`src/rtl/oamdma_pkg.sv`:
```
// Shared definitions for the sprite DMA engine: bus register addresses used
// by the CPU-side decode, the FSM state type, and a small state decode helper.
package oamdma_pkg;

  // CPU register addresses involved in sprite DMA.
  localparam logic [15:0] OAMDMA_ADDR  = 16'h4014;
  localparam logic [15:0] OAMDATA_ADDR = 16'h2004;

  // DMA engine states.
  typedef enum logic [2:0] {
    ST_IDLE    = 3'd0,
    ST_HALTREQ = 3'd1,
    ST_ALIGN   = 3'd2,
    ST_READ    = 3'd3,
    ST_WRITE   = 3'd4
  } state_e;

  // True in every state where the CPU has to be held off the bus.
  function automatic logic state_halts(input state_e s);
    logic r;
    case (s)
      ST_HALTREQ, ST_ALIGN, ST_READ, ST_WRITE: r = 1'b1;
      default:                                 r = 1'b0;
    endcase
    return r;
  endfunction

endpackage

```
`src/rtl/oamdma.sv`:
```
// Sprite DMA engine. A CPU write to $4014 latches a page number; the engine
// then stalls the CPU and copies that 256-byte page into OAM with one bus
// read (even CPU cycle) followed by one $2004 write (odd CPU cycle) per byte.
// All state advances only on tick; reset abandons a transfer immediately.
module oamdma
  import oamdma_pkg::*;
#(
  parameter int NBYTES = 256  // bytes per transfer, at most 256 (8-bit counter)
) (
  input  logic        clk,
  input  logic        reset,
  input  logic        tick,
  input  logic        wr4014,
  input  logic [7:0]  regwdata,
  input  logic        cpuwr,
  input  logic [7:0]  memrdata,
  output logic        halt,
  output logic [15:0] dmaaddr,
  output logic        dmard,
  output logic        dmawr,
  output logic [7:0]  dmawdata,
  output logic        busy
);

  // Terminal count; the write of this byte is the last one of the transfer.
  localparam logic [7:0] LAST_CNT = 8'(NBYTES - 1);

  state_e     state_q, state_d;
  logic       odd_q,   odd_d;
  logic [7:0] cnt_q,   cnt_d;
  logic [7:0] page_q,  page_d;
  logic [7:0] data_q,  data_d;

  // Next-state logic: FSM transitions, parity toggle, page/count/data capture.
  always_comb begin
    state_d = state_q;
    odd_d   = odd_q;
    cnt_d   = cnt_q;
    page_d  = page_q;
    data_d  = data_q;
    if (tick) begin
      odd_d = ~odd_q;
      case (state_q)
        ST_IDLE: begin
          if (wr4014) begin
            state_d = ST_HALTREQ;
            page_d  = regwdata;
            cnt_d   = 8'h00;
          end else begin
            state_d = ST_IDLE;
          end
        end
        ST_HALTREQ: begin
          // A CPU write cycle cannot be stalled; wait for its next read cycle.
          if (cpuwr) begin
            state_d = ST_HALTREQ;
          end else if (odd_q) begin
            state_d = ST_READ;   // next cycle is already a get cycle
          end else begin
            state_d = ST_ALIGN;  // burn one cycle to land reads on even cycles
          end
        end
        ST_ALIGN: begin
          state_d = ST_READ;
        end
        ST_READ: begin
          state_d = ST_WRITE;
          data_d  = memrdata;
        end
        ST_WRITE: begin
          cnt_d = cnt_q + 8'd1;
          if (cnt_q == LAST_CNT) begin
            state_d = ST_IDLE;
          end else begin
            state_d = ST_READ;
          end
        end
        default: begin
          state_d = ST_IDLE;
        end
      endcase
    end else begin
      state_d = state_q;
      odd_d   = odd_q;
    end
  end

  // State registers with asynchronous reset that abandons any transfer.
  always_ff @(posedge clk or posedge reset) begin
    if (reset) begin
      state_q <= ST_IDLE;
      odd_q   <= 1'b0;
      cnt_q   <= 8'h00;
      page_q  <= 8'h00;
      data_q  <= 8'h00;
    end else begin
      state_q <= state_d;
      odd_q   <= odd_d;
      cnt_q   <= cnt_d;
      page_q  <= page_d;
      data_q  <= data_d;
    end
  end

  // Output decode from registered state only, so reset clears them at once.
  always_comb begin
    halt     = state_halts(state_q);
    busy     = state_halts(state_q);
    dmawdata = data_q;
    if (state_q == ST_READ) begin
      dmard   = 1'b1;
      dmaaddr = {page_q, cnt_q};
    end else begin
      dmard   = 1'b0;
      dmaaddr = 16'h0000;
    end
    if (state_q == ST_WRITE) begin
      dmawr = 1'b1;
    end else begin
      dmawr = 1'b0;
    end
  end

endmodule
```
`config.mk`:
```
export PLATFORM = sky130hd
export DESIGN_NAME = oamdma
export DESIGN_NICKNAME = d
export VERILOG_FILES = /design/src/rtl/oamdma_pkg.sv /design/src/rtl/oamdma.sv
export SDC_FILE = /design/constraint.sdc
export NUM_CORES = 1
export LEC_CHECK = 0
export CAP_MARGIN = 20
export CORE_UTILIZATION = 25
export CTS_CLUSTER_SIZE = 24
export DETAILED_ROUTE_END_ITERATION = 16
export PLACE_DENSITY = 0.53
export SLEW_MARGIN = 20
export SYNTH_ARGS = -nofsm -noshare
export SYNTH_HDL_FRONTEND = slang
export SYNTH_SLANG_ARGS = --single-unit
export TNS_END_PERCENT = 1
```
`constraint.sdc`:
```
create_clock -name clk -period 3.1 [get_ports clk]
set_clock_uncertainty 0.2 [all_clocks]
set_input_delay 0.465 -clock clk [delete_from_list [all_inputs] [get_ports clk]]
set_output_delay 0.465 -clock clk [all_outputs]
set_load 0.02 [all_outputs]
```
Word-level counts from Yosys, hierarchy flattened
Index checks and enable logic that the tools add are counted.
Word-level totals
  bits in registers: 28
  output and inout bits: 28
  word-level logic and storage cells: 30
Operators by class
  $add $sub $neg: 1
  eq/ne operators: 6
  muxes and demuxes: 11
  bitwise logic cells: 1
  reduce and logical (&&, ||, !) cells: 6
Operators by type and width (number)
  16-bit 2-to-1 mux: 1
  8-bit one-hot mux with 2 select lines: 1
  3-bit one-hot mux with 5 select lines: 1
  8-bit by 1-bit adder with 8-bit output, second input constant: 1
  8-bit equality test, second input constant: 1
  8-bit 2-to-1 mux: 1
  3-bit by 2-bit equality test with 1-bit output, second input constant: 2
  3-bit AND reduction: 2
  1-bit 2-to-1 mux: 5
  2-bit 2-to-1 mux: 2
  4-bit OR reduction: 1
  3-bit by 1-bit equality test with 1-bit output, second input constant: 1
  3-bit equality test, second input constant: 1
  3-bit zero test: 1
  2-bit != test, second input constant: 1
  2-bit AND reduction: 1
  2-bit nonzero test: 1
  1-bit inverter: 1

Depth between registers and ports, before layout
  depth after elaboration: 3
  mapped depth: 5
  mapped depth without buffers: 4

Least setup slack after synthesis
OpenSTA, ideal clock, no wires.
  kind: flip-flop to output port
  from: register state_q[2]
  to: output port dmaaddr[10]
  data arrival time: 1.375 ns
  data required time: 2.435 ns
  slack: 1.060 ns
  cell stages (with the launch flop): 5
  path buffers: 2
  cells stage by stage: dfrtp_1 and3b_1 clkbuf_1 clkbuf_1 and2_1
Between the ends
  word-level cells in the longest chain between the ends: 2
RTL lines
  start: declaration: RTL line oamdma.sv:28  | state_e state_q, state_d;
  start signal: assignment: RTL line oamdma.sv:97  | state_q <= state_d;
  3-bit by 2-bit equality test with 1-bit output: RTL line oamdma.sv:110  | if (state_q == ST_READ) begin
  16-bit 2-to-1 mux: RTL line oamdma.sv:110
  end: declaration: RTL line oamdma.sv:18  | output logic [15:0] dmaaddr,
No other way between the ends.

Final worst setup path
  from: register state_q[2]
  to: output port dmaaddr[15]
The elaborated chain is that of the path after synthesis.

==> metrics.txt <==
measured slew at the worst slew-check pin roughly 0.54 ns; Synth Instances between 100 and 150; Hold Path Stages 1; Critical Path RT 2.43 ns; Core Region approximately 0.0055 sq mm; GRT Util Overall between 10% and 20%; MaxCap Viol Count 0; postcts setup bufs 0; detailed-route via count around 1200; Post-Route WL 3.166 mm; DR iter-0 viols 69; Sw Share between 30% and 40%; Layout Nets between 150 and 200; Die ar. 0.006012 sq mm; Slew headroom 63.82%; Detailed Place HPWL around 2.4 mm; pwr dens 767.6 mW/mm^2; Worst Hold Launch odd_q$_DFFE_PP0P_; # setup viols final 0; startpoint types flip-flop; area grow syn2layout 40.18%; DRT Pass-1 Iters 4; Num CTS Buffers 3; Yosys top cell area share 49.12%; worst r2r dst dmawdata[6]$_DFFE_PP0P_; initial core utilization 25.90%; Worst-path clk slew 0.09 ns; #FFs+latches synth 28; clk sinks 28; Slew Viols, Final 0; yosys warns 0; Hold WC Path Type reg -> reg; top post-synthesis cells by area dfrtp_1 (49%), mux2_2 (13%), and2_1 (7.0%), o21ai_0 (3.5%), nand4bb_4 (1.9%); Post-synth EDFFs 0; Die Width around 78 microns; leakage power 0.8146 nW; sequential area share after synthesis 49.12%; clk_lat worst skew ~0.27 ns; Hold Vio Cnt, Final 0; worst r2r src state_q[2]$_DFFE_PP0P_; fmax 0.3470 GHz; Final Util 36.31%; n_diodes 0; post-DR vias/cell 4.773; Final Wtd Congestion roughly 0.78; leading area contributor after synthesis dfrtp_1; CP Capture Type output port; Mapped Area between 0.001 and 0.0015 sq mm; Async S/R FF share, synth between 90% and 100%; share of total power in combinational logic 46.5%; Distinct cells, synth 35; crit path kind reg -> out; Syn Nets 148; unrepaired setup endpoints after global routing false; TritonCTS clock tree built; crit share post-route 92.96%; min Tclk post-route between 2 and 3 ns; initial antenna violation count 0; total gr overflow 0; CTS H-tree lvls 1; pin count of the biggest net entering global routing 29; CTS Hold Bufs 0; Die Y 77.54 microns; first-pass GRT wire length 5.306 mm; row count 27; clock share of power between 10% and 20%; root buffer cell clkbuf_8; Critical Path AT around 2.2 ns; final setup TNS 0 ns; Post-route DRC 0; ys flop type dfrtp_1; PortBufs 48; syn_area_per_cell 11.32 sq um; NetSw 550.1 uW; status completed; Pint roughly 1000 uW; crit path max fanout 18; post-DR wirelength/cell 13.08 microns; post_cts resized 0; flop2flop setup slack 0.94 ns; Seq pwr share 40.7%; I/O Pins 49; Clock Path Buffers 2; maximum vdd drop 0.0002964 V; hold-critical path endpoint odd_q$_DFFE_PP0P_; number of global-route vias before repair 1214; layout cell share with drive strength beyond 1 between 10% and 20%; Final ANT Viol Nets 0; Reg2Reg Depth 3
## worst max-delay path by stage
stage	from	cells after the start	slack (ns)	endpoint
after global routing	state_q[0]$_DFFE_PP0P_	3	0.07	dmaaddr[0]
final	state_q[2]$_DFFE_PP0P_	3	0.22	dmaaddr[15]
after CTS	state_q[2]$_DFFE_PP0P_	3	0.19	dmaaddr[15]
after global placement	state_q[2]$_DFFE_PP0P_	3	0.54	dmaaddr[15]
after floorplan	state_q[2]$_DFFE_PP0P_	4	1.06	dmaaddr[10]
after detailed placement	state_q[2]$_DFFE_PP0P_	3	0.50	dmaaddr[15]
## cells in the mapped netlist (2+ instances only)
cell	count
nand3_1	4
a21boi_1	2
mux2i_1	2
o21ai_0	10
o31ai_1	2
nand4_1	3
o211ai_1	2
mux2_2	17
nor3b_1	2
nor2_1	4
clkbuf_1	2
inv_1	3
buf_2	4
or4_1	2
dfrtp_1	28
nand2_1	5
and2_1	16
## worst max-delay path, cell delays in order (launching register included)
cell and delay (ns):
dfrtp_1 0.51, and3b_1 0.62, and2_1 0.21, clkdlybuf4s50_1 0.61
## state kept, by name, indices dropped and copies added, names as in the netlist
| signal | cells |
|---|---|
| cnt_q | 8 |
| dmawdata | 8 |
| odd_q | 1 |
| page_q | 8 |
| state_q | 3 |
## power by group through the flow
stage                     clock network [mW]  logic, mW  registers [mW]
final                                  0.196      0.714           0.625
after CTS                              0.208      0.725           0.625
after global placement                     0      0.716           0.620
after floorplan                            0      0.432           0.639
after detailed placement                   0      0.724           0.631
after global routing                   0.218      0.767           0.644
## stage by stage
step	hold slack [ns]	power, mW	setup WS (ns)	area [sq um]	instances
3_5_place_dp	0.2546	1.355	0.4984	1958	239
5_1_grt	0.3174	1.630	0.06631	1999	242
4_1_cts	0.2766	1.559	0.1880	1999	242
6_report	0.2765	1.535	0.2182	1999	242
2_1_floorplan	0.2393	1.071	1.060	1426	126
3_3_place_gp	0.2628	1.336	0.5410	1958	239
## cell families after synthesis
logic type	Yosys count	share of synthesized area, %
AO/OA/AOI/OAI	21	9.737
XOR/XNOR	2	1.228
adder cells (fa/ha/maj)	1	0.8771
buffers and inverters	11	4.035
flip-flops	28	49.12
multiplexers	19	14.82
AND/OR/NAND/NOR	44	20.18
## layout by cell type, fill, tap and decap left out, drive strengths merged, types with 4 or more instances in the layout
cell,Yosys,routed
nor2,4,4
and2,16,16
mux2,17,17
dfrtp,28,28
clkdlybuf4s50,0,48
nand3,4,4
o21ai,10,10
nand2,5,5
## layer usage
metal  up-vias  GRT usage (%)  wire [microns]
li1        538              -               -
met1       586          12.49            1387
met3         5          2.471             124
met2        26          19.82            1611
met5         -              0               0
met4         0          4.906              44
## cell type report
cell class | count | area [sq um]
fill | 562 | 3507
sequential | 28 | 700.7
multi-input combinational | 87 | 668.1
timing repair buffer | 49 | 488.0
tap | 72 | 90.09
clock buffer | 3 | 41.29
inverter | 3 | 11.26
Power figures use the tool's default switching activity.
